## config.mk

```make
export PLATFORM = sky130hd
export DESIGN_NAME = multicycle_sequencer_flat
export DESIGN_NICKNAME = d
export VERILOG_FILES = /design/src/rtl/multicycle_sequencer_if.sv /design/src/rtl/multicycle_sequencer.sv /design/src/flat_wrapper.sv
export SDC_FILE = /design/constraint.sdc
export NUM_CORES = 1
export LEC_CHECK = 0
export BUFFER_PORTS_ARGS = -buffer_cell sky130_fd_sc_hd__buf_2
export CELL_PAD_IN_SITES_DETAIL_PLACEMENT = 1
export CELL_PAD_IN_SITES_GLOBAL_PLACEMENT = 2
export CORE_MARGIN = 2
export CORE_UTILIZATION = 26
export DETAILED_ROUTE_END_ITERATION = 8
export GPL_TIMING_DRIVEN = 0
export PLACE_DENSITY = 0.86
export REMOVE_ABC_BUFFERS = 1
export SLEW_MARGIN = 20
export SYNTH_ARGS = -nofsm -noshare
export SYNTH_HDL_FRONTEND = slang
export SYNTH_SLANG_ARGS = --single-unit
```

## constraint.sdc

```tcl
create_clock -name clk -period 1.9 [get_ports clk]
set_clock_uncertainty 0.15 [all_clocks]
set_input_delay 0.475 -clock clk [delete_from_list [all_inputs] [get_ports clk]]
set_output_delay 0.475 -clock clk [all_outputs]
set_load 0.02 [all_outputs]
```

## src/rtl/multicycle_sequencer_if.sv

```systemverilog
// Control bundle between the multicycle sequencer and its datapath/memory.
// Latency: none, wires only.
// Backpressure: memory stalls are signalled by holding mem_done low.
interface multicycle_sequencer_if;
    logic [5:0] opcode;
    logic       zFlag;
    logic       mem_done;
    logic       pc_ld;
    logic       ir_ld;
    logic       npc_ld;
    logic       mar_ld;
    logic       mdr_ld;
    logic       mar_sel;
    logic       mem_read;
    logic       mem_write;
    logic       reg_dst;
    logic       reg_write;
    logic       mem_to_reg;
    logic       unSign;
    logic [1:0] alu_src;
    logic [2:0] alu_code;
    logic [1:0] pc_src;
    logic [3:0] state;
    logic       halted;
    logic       fault;

    // Sequencer side: consumes instruction/status, drives controls.
    modport master (
        input  opcode, zFlag, mem_done,
        output pc_ld, ir_ld, npc_ld, mar_ld, mdr_ld, mar_sel,
               mem_read, mem_write, reg_dst, reg_write, mem_to_reg, unSign,
               alu_src, alu_code, pc_src, state, halted, fault
    );

    // Datapath side: supplies instruction/status, consumes controls.
    modport slave (
        output opcode, zFlag, mem_done,
        input  pc_ld, ir_ld, npc_ld, mar_ld, mdr_ld, mar_sel,
               mem_read, mem_write, reg_dst, reg_write, mem_to_reg, unSign,
               alu_src, alu_code, pc_src, state, halted, fault
    );
endinterface

```

## src/rtl/multicycle_sequencer.sv

```systemverilog
// Multicycle CPU control FSM: fetch, decode, execute, memory and write-back.
// Latency: 4 cycles branch/jump, 5 ALU/sw, 6 lw with single-cycle memory.
// Backpressure: waits in memory states until mem_done; faults after MEM_TIMEOUT stalls.
module multicycle_sequencer #(
    parameter int MEM_TIMEOUT = 15
) (
    input  logic                          clk,
    input  logic                          reset,
    multicycle_sequencer_if.master        bus
);
    typedef enum logic [3:0] {
        IDLE       = 4'd0,
        FETCH_ADDR = 4'd1,
        FETCH_WAIT = 4'd2,
        DECODE     = 4'd3,
        EXEC_R     = 4'd4,
        EXEC_I     = 4'd5,
        EXEC_ADDR  = 4'd6,
        MEM_RD     = 4'd7,
        MEM_WR     = 4'd8,
        WB_R       = 4'd9,
        WB_I       = 4'd10,
        WB_LD      = 4'd11,
        BRANCH     = 4'd12,
        JUMP       = 4'd13,
        HALT       = 4'd14,
        FAULT      = 4'd15
    } state_t;

    localparam logic [5:0] OP_RTYPE = 6'b000000;
    localparam logic [5:0] OP_ADDI  = 6'b001000;
    localparam logic [5:0] OP_ADDIU = 6'b001001;
    localparam logic [5:0] OP_ANDI  = 6'b001100;
    localparam logic [5:0] OP_ORI   = 6'b001101;
    localparam logic [5:0] OP_LW    = 6'b100011;
    localparam logic [5:0] OP_SW    = 6'b101011;
    localparam logic [5:0] OP_BEQ   = 6'b000100;
    localparam logic [5:0] OP_BNE   = 6'b000101;
    localparam logic [5:0] OP_J     = 6'b000010;

    localparam logic [3:0] TIMEOUT_CNT = 4'(MEM_TIMEOUT);

    state_t     curState;
    state_t     nextState;
    logic [3:0] waitCnt;
    logic       waitState;
    logic       timedOut;

    logic       pcLd, irLd, npcLd, marLd, mdrLd, marSel;
    logic       memRead, memWrite, regDst, regWrite, memToReg, unSignOut;
    logic [1:0] aluSrc, pcSrc;
    logic [2:0] aluCode;

    assign waitState = (curState == FETCH_WAIT) || (curState == MEM_RD) || (curState == MEM_WR);
    // mem_done in the timeout cycle still completes the access normally.
    assign timedOut  = waitState && !bus.mem_done && (waitCnt == TIMEOUT_CNT);

    // State register; reset forces IDLE asynchronously, which zeroes every output.
    always_ff @(posedge clk or negedge reset) begin
        if (!reset) begin
            curState <= IDLE;
        end else begin
            curState <= nextState;
        end
    end

    // Wait counter: restarts on any state change (covers entry to each wait state),
    // counts stalled cycles while waiting.
    always_ff @(posedge clk or negedge reset) begin
        if (!reset) begin
            waitCnt <= 4'd0;
        end else if (nextState != curState) begin
            waitCnt <= 4'd0;
        end else if (waitState && !bus.mem_done) begin
            waitCnt <= waitCnt + 4'd1;
        end
    end

    // Next-state decode and Moore/Mealy control outputs.
    always_comb begin
        nextState = curState;
        pcLd      = 1'b0;
        irLd      = 1'b0;
        npcLd     = 1'b0;
        marLd     = 1'b0;
        mdrLd     = 1'b0;
        marSel    = 1'b0;
        memRead   = 1'b0;
        memWrite  = 1'b0;
        regDst    = 1'b0;
        regWrite  = 1'b0;
        memToReg  = 1'b0;
        unSignOut = 1'b0;
        aluSrc    = 2'b00;
        aluCode   = 3'b000;
        pcSrc     = 2'b00;

        unique case (curState)
            IDLE: nextState = FETCH_ADDR;
            FETCH_ADDR: begin
                marLd     = 1'b1;
                nextState = FETCH_WAIT;
            end
            FETCH_WAIT: begin
                memRead = 1'b1;
                irLd    = bus.mem_done;
                npcLd   = bus.mem_done;
                if (bus.mem_done) nextState = DECODE;
                else if (timedOut) nextState = FAULT;
            end
            DECODE: begin
                case (bus.opcode)
                    OP_RTYPE:                          nextState = EXEC_R;
                    OP_ADDI, OP_ADDIU, OP_ANDI, OP_ORI: nextState = EXEC_I;
                    OP_LW, OP_SW:                      nextState = EXEC_ADDR;
                    OP_BEQ, OP_BNE:                    nextState = BRANCH;
                    OP_J:                              nextState = JUMP;
                    default:                           nextState = HALT;
                endcase
            end
            EXEC_R: nextState = WB_R;
            EXEC_I: begin
                aluSrc = 2'b01;
                case (bus.opcode)
                    OP_ADDI:  aluCode = 3'b001;
                    OP_ADDIU: begin aluCode = 3'b001; unSignOut = 1'b1; end
                    OP_ANDI:  begin aluCode = 3'b011; unSignOut = 1'b1; end
                    OP_ORI:   begin aluCode = 3'b100; unSignOut = 1'b1; end
                    default:  aluCode = 3'b000;
                endcase
                nextState = WB_I;
            end
            EXEC_ADDR: begin
                aluSrc  = 2'b01;
                aluCode = 3'b001;
                marLd   = 1'b1;
                marSel  = 1'b1;
                // Opcode changed under us since DECODE: stop rather than guess.
                if (bus.opcode == OP_LW)      nextState = MEM_RD;
                else if (bus.opcode == OP_SW) nextState = MEM_WR;
                else                          nextState = HALT;
            end
            MEM_RD: begin
                memRead = 1'b1;
                mdrLd   = bus.mem_done;
                if (bus.mem_done) nextState = WB_LD;
                else if (timedOut) nextState = FAULT;
            end
            MEM_WR: begin
                memWrite = 1'b1;
                pcLd     = bus.mem_done;
                if (bus.mem_done) nextState = FETCH_ADDR;
                else if (timedOut) nextState = FAULT;
            end
            WB_R: begin
                regWrite  = 1'b1;
                regDst    = 1'b1;
                pcLd      = 1'b1;
                nextState = FETCH_ADDR;
            end
            WB_I: begin
                regWrite  = 1'b1;
                pcLd      = 1'b1;
                nextState = FETCH_ADDR;
            end
            WB_LD: begin
                regWrite  = 1'b1;
                memToReg  = 1'b1;
                pcLd      = 1'b1;
                nextState = FETCH_ADDR;
            end
            BRANCH: begin
                aluCode = 3'b010;
                pcLd    = 1'b1;
                if (((bus.opcode == OP_BEQ) && bus.zFlag) ||
                    ((bus.opcode == OP_BNE) && !bus.zFlag)) pcSrc = 2'b01;
                nextState = FETCH_ADDR;
            end
            JUMP: begin
                pcLd      = 1'b1;
                pcSrc     = 2'b10;
                nextState = FETCH_ADDR;
            end
            HALT:  nextState = HALT;
            FAULT: nextState = FAULT;
            default: nextState = IDLE;
        endcase
    end

    assign bus.pc_ld      = pcLd;
    assign bus.ir_ld      = irLd;
    assign bus.npc_ld     = npcLd;
    assign bus.mar_ld     = marLd;
    assign bus.mdr_ld     = mdrLd;
    assign bus.mar_sel    = marSel;
    assign bus.mem_read   = memRead;
    assign bus.mem_write  = memWrite;
    assign bus.reg_dst    = regDst;
    assign bus.reg_write  = regWrite;
    assign bus.mem_to_reg = memToReg;
    assign bus.unSign     = unSignOut;
    assign bus.alu_src    = aluSrc;
    assign bus.alu_code   = aluCode;
    assign bus.pc_src     = pcSrc;
    assign bus.state      = curState;
    assign bus.halted     = (curState == HALT);
    assign bus.fault      = (curState == FAULT);
endmodule

```

## src/flat_wrapper.sv

```systemverilog
// flat-port wrapper written by rule: the top's interface ports become plain ports
module multicycle_sequencer_flat 
#(
    parameter int MEM_TIMEOUT = 15
)
  (clk, reset, bus_opcode, bus_zFlag, bus_mem_done, bus_pc_ld, bus_ir_ld, bus_npc_ld, bus_mar_ld, bus_mdr_ld, bus_mar_sel, bus_mem_read, bus_mem_write, bus_reg_dst, bus_reg_write, bus_mem_to_reg, bus_unSign, bus_alu_src, bus_alu_code, bus_pc_src, bus_state, bus_halted, bus_fault);
  multicycle_sequencer_if bus_i ();
  input  logic clk;
  input  logic reset;
  input wire logic [$bits(bus_i.opcode)-1:0] bus_opcode;
  input wire logic [$bits(bus_i.zFlag)-1:0] bus_zFlag;
  input wire logic [$bits(bus_i.mem_done)-1:0] bus_mem_done;
  output wire logic [$bits(bus_i.pc_ld)-1:0] bus_pc_ld;
  output wire logic [$bits(bus_i.ir_ld)-1:0] bus_ir_ld;
  output wire logic [$bits(bus_i.npc_ld)-1:0] bus_npc_ld;
  output wire logic [$bits(bus_i.mar_ld)-1:0] bus_mar_ld;
  output wire logic [$bits(bus_i.mdr_ld)-1:0] bus_mdr_ld;
  output wire logic [$bits(bus_i.mar_sel)-1:0] bus_mar_sel;
  output wire logic [$bits(bus_i.mem_read)-1:0] bus_mem_read;
  output wire logic [$bits(bus_i.mem_write)-1:0] bus_mem_write;
  output wire logic [$bits(bus_i.reg_dst)-1:0] bus_reg_dst;
  output wire logic [$bits(bus_i.reg_write)-1:0] bus_reg_write;
  output wire logic [$bits(bus_i.mem_to_reg)-1:0] bus_mem_to_reg;
  output wire logic [$bits(bus_i.unSign)-1:0] bus_unSign;
  output wire logic [$bits(bus_i.alu_src)-1:0] bus_alu_src;
  output wire logic [$bits(bus_i.alu_code)-1:0] bus_alu_code;
  output wire logic [$bits(bus_i.pc_src)-1:0] bus_pc_src;
  output wire logic [$bits(bus_i.state)-1:0] bus_state;
  output wire logic [$bits(bus_i.halted)-1:0] bus_halted;
  output wire logic [$bits(bus_i.fault)-1:0] bus_fault;
  assign bus_i.opcode = bus_opcode;
  assign bus_i.zFlag = bus_zFlag;
  assign bus_i.mem_done = bus_mem_done;
  assign bus_pc_ld = bus_i.pc_ld;
  assign bus_ir_ld = bus_i.ir_ld;
  assign bus_npc_ld = bus_i.npc_ld;
  assign bus_mar_ld = bus_i.mar_ld;
  assign bus_mdr_ld = bus_i.mdr_ld;
  assign bus_mar_sel = bus_i.mar_sel;
  assign bus_mem_read = bus_i.mem_read;
  assign bus_mem_write = bus_i.mem_write;
  assign bus_reg_dst = bus_i.reg_dst;
  assign bus_reg_write = bus_i.reg_write;
  assign bus_mem_to_reg = bus_i.mem_to_reg;
  assign bus_unSign = bus_i.unSign;
  assign bus_alu_src = bus_i.alu_src;
  assign bus_alu_code = bus_i.alu_code;
  assign bus_pc_src = bus_i.pc_src;
  assign bus_state = bus_i.state;
  assign bus_halted = bus_i.halted;
  assign bus_fault = bus_i.fault;
  multicycle_sequencer #(.MEM_TIMEOUT(MEM_TIMEOUT)) u_core (.clk(clk), .reset(reset), .bus(bus_i));
endmodule
```

==> impl_metrics.tcl <==
set metrics [dict create \
    fin_util_pct 45.4 \
    synth.distinct_cells 47 \
    row_count 22 \
    status "complete, but fails checks" \
    ant_nets 0 \
    syn_area_um2 976 \
    holdPathStages 2 \
    antenna_found_initial 0 \
    synth_cells 132 \
    vias 1206 \
    drc_errors 0 \
    synth-edff-count 0 \
    die_area_um2 4260 \
    synth_flop_cell "dfrtp_1" \
    final.period_utilization_pct 112 \
    setup_viol_count_final 27 \
    initial_core_util_pct 26.9 \
    die_width_um 65.3 \
    h-tree-depth 1 \
    hold_viol_final 0 \
    clk_pin_slew_ps 40 \
    grt_use_total_pct 18.6 \
    diodes 0 \
    maxCapViolCount 0 \
    min_path_type "reg2reg" \
    post-dp-hpwl_mm 2.40 \
    placed_area_um2 1110 \
    ys_seq_area_share_pct 20.5 \
    numPortBuffers 33 \
    drt-total-wl_mm 3.96 \
    layout.nets 195 \
    syn_area_per_cell_um2 7.39 \
    max_freq_mhz 472 \
    cts-root-buf "clkbuf_8" \
    clock_latency_ps 230 \
    place_congestion 0.743 \
    grt_pass1_wl_mm 6.13 \
    coreArea_um2 3630 \
    grt_pass1_vias 1266 \
    viasPerCell 5.24 \
    cp.required_ps 1270 \
    wl_per_cell_um 17.2 \
    grt_max_degree 15 \
    die_y_um 65.3 \
    critical_path.max_fanout 4 \
    cts_tree "built" \
    vdd_drop_max_mv 0.461 \
    final-max-slew-violation-count 0 \
    p_leak_uw 0.000723 \
    dr.pass1.iters 4 \
    reg2reg_depth 6 \
    rsz0062_at_grt "true" \
    grt_remaining_overflow 0 \
    cp-start-kind "flop" \
    multiInputGateArea_um2 836 \
    numCtsBuffers 3 \
    ys_seq_elements 8 \
    nFillCells 456 \
    synth-warning-count 0 \
    layout_common_cells "buf_4, buf_2, nor2_1, buf_6, nand2_1" \
    async_flop_share_pct 100 \
    powerDensity_nw_per_um2 1600 \
    hold_ws_ps 423 \
    fin_area_um2 1650 \
    clockBufferDepth 2 \
    seqCellArea_um2 213 \
    period_needed_ps 2120 \
    finalWorstSetupSlack_ps -220 \
    initialDrtViolationCount 23 \
    violations "negative setup slack" \
    end_kind "primary output" \
    arrival_ps 1500 \
    clock_sinks 8 \
    boundaryPins 35 \
    final_common_cell "buf_4" \
    syn2layout_area_growth_pct 69.0 \
    crit_type "reg2out" \
    drive_gt1_share_pct 54.9 \
]
## flip-flops by register name, indices dropped and copies added, names as in the netlist
| name | cells |
|---|---|
| u_core.waitCnt | 4 |
| u_core.bus.state | 4 |
## metrics by stage
step	setup TNS [ps]	cells	setup WS [ps]	power (uW)
final	-3220	230	-220	2630
after global routing	-4960	230	-277	2810
after CTS	-3170	222	-187	2260
after detailed placement	-8390	200	-681	1540
after global placement	-7060	200	-617	1510
after floorplan	-3930	119	-460	1160
## power breakdown
| part | switching (uW) | internal, uW |
|---|---|---|
| clock | 65.4 | 137 |
| combinational | 1120 | 955 |
| sequential | 118 | 242 |
## synth_stat cells, types with 2 or more instances
cell	instances	share of area [%]
xnor2_1	4	3.6
clkbuf_1	6	2.3
nor3_2	2	2.1
buf_4	4	3.1
nor3_1	8	4.1
mux2i_1	2	2.1
nand3_1	4	2.1
nor2b_1	2	1.3
and3_1	2	1.3
nor2_1	21	8.1
nor4b_1	2	1.8
a21oi_1	7	3.6
buf_6	3	3.5
nand2_1	14	5.4
inv_1	4	1.5
o211ai_1	4	3.1
o21bai_1	2	1.5
dfrtp_1	8	21
a32o_1	2	2.1
nand2b_1	4	2.6
## metal layers
metal / wire length (um) / vias up / part of all wire, % / track usage, %
li1: - / 572 / - / -
met1: 1630 / 587 / 41 / 24.0
met2: 2040 / 40 / 52 / 32.7
met3: 211 / 7 / 5.3 / 2.40
met4: 75 / 0 / 1.9 / 4.69
met5: 0 / - / 0 / 0
## cells by family (layout without fill, tap and decap cells)
kind of cell,after synthesis,after routing,synth area share (%)
AND/OR/NAND/NOR,69,69,38.7
AO/OA/AOI/OAI,28,28,21.0
buffers and inverters,18,68,10.8
flip-flops,8,8,20.5
XOR/XNOR,5,5,5.26
multiplexers,2,2,2.05
adder cells (fa/ha/maj),1,1,1.28
other,1,1,0.384
## layout make-up
type                            count  share of cell area [%]
Multi-Input combinational cell    106                    50.7
Timing Repair Buffer               60                    29.1
Sequential cell                     8                    12.9
Tap cell                           48                    3.64
Clock buffer                        3                    2.50
Inverter                            5                    1.14
## worst paths after layout
| check | start | slack [ps] | end |
|---|---|---|---|
| max in group asynchronous | reset | 930 | u_core.bus.state[0] |
| max | u_core.bus.state[0] | -220 | bus_mar_ld |
| min in group asynchronous | reset | 470 | u_core.waitCnt[0] |
| min reg2reg | u_core.waitCnt[3] | 420 | u_core.waitCnt[3] |
| min | u_core.waitCnt[3] | 420 | u_core.waitCnt[3] |
| max reg2reg | u_core.bus.state[2] | -160 | u_core.waitCnt[0] |
## worst max-delay path, cell delays in order (launching register included)
cell and delay, ps:
dfrtp_4 520, buf_12 150, nand2b_4 80, buf_4 160
nor2_2 40, a21oi_1 110, nor2_1 60, buf_4 150
## repair_timing
item                                    CTS  global route
endpoints found under the hold margin     8             0
endpoints found under the setup margin   30            27
resized for setup                        46            33
hold buffers                              1             0
pin swaps                                 2             8
setup buffers                            18             8
Note: power is estimated with default switching activity, not from simulation.
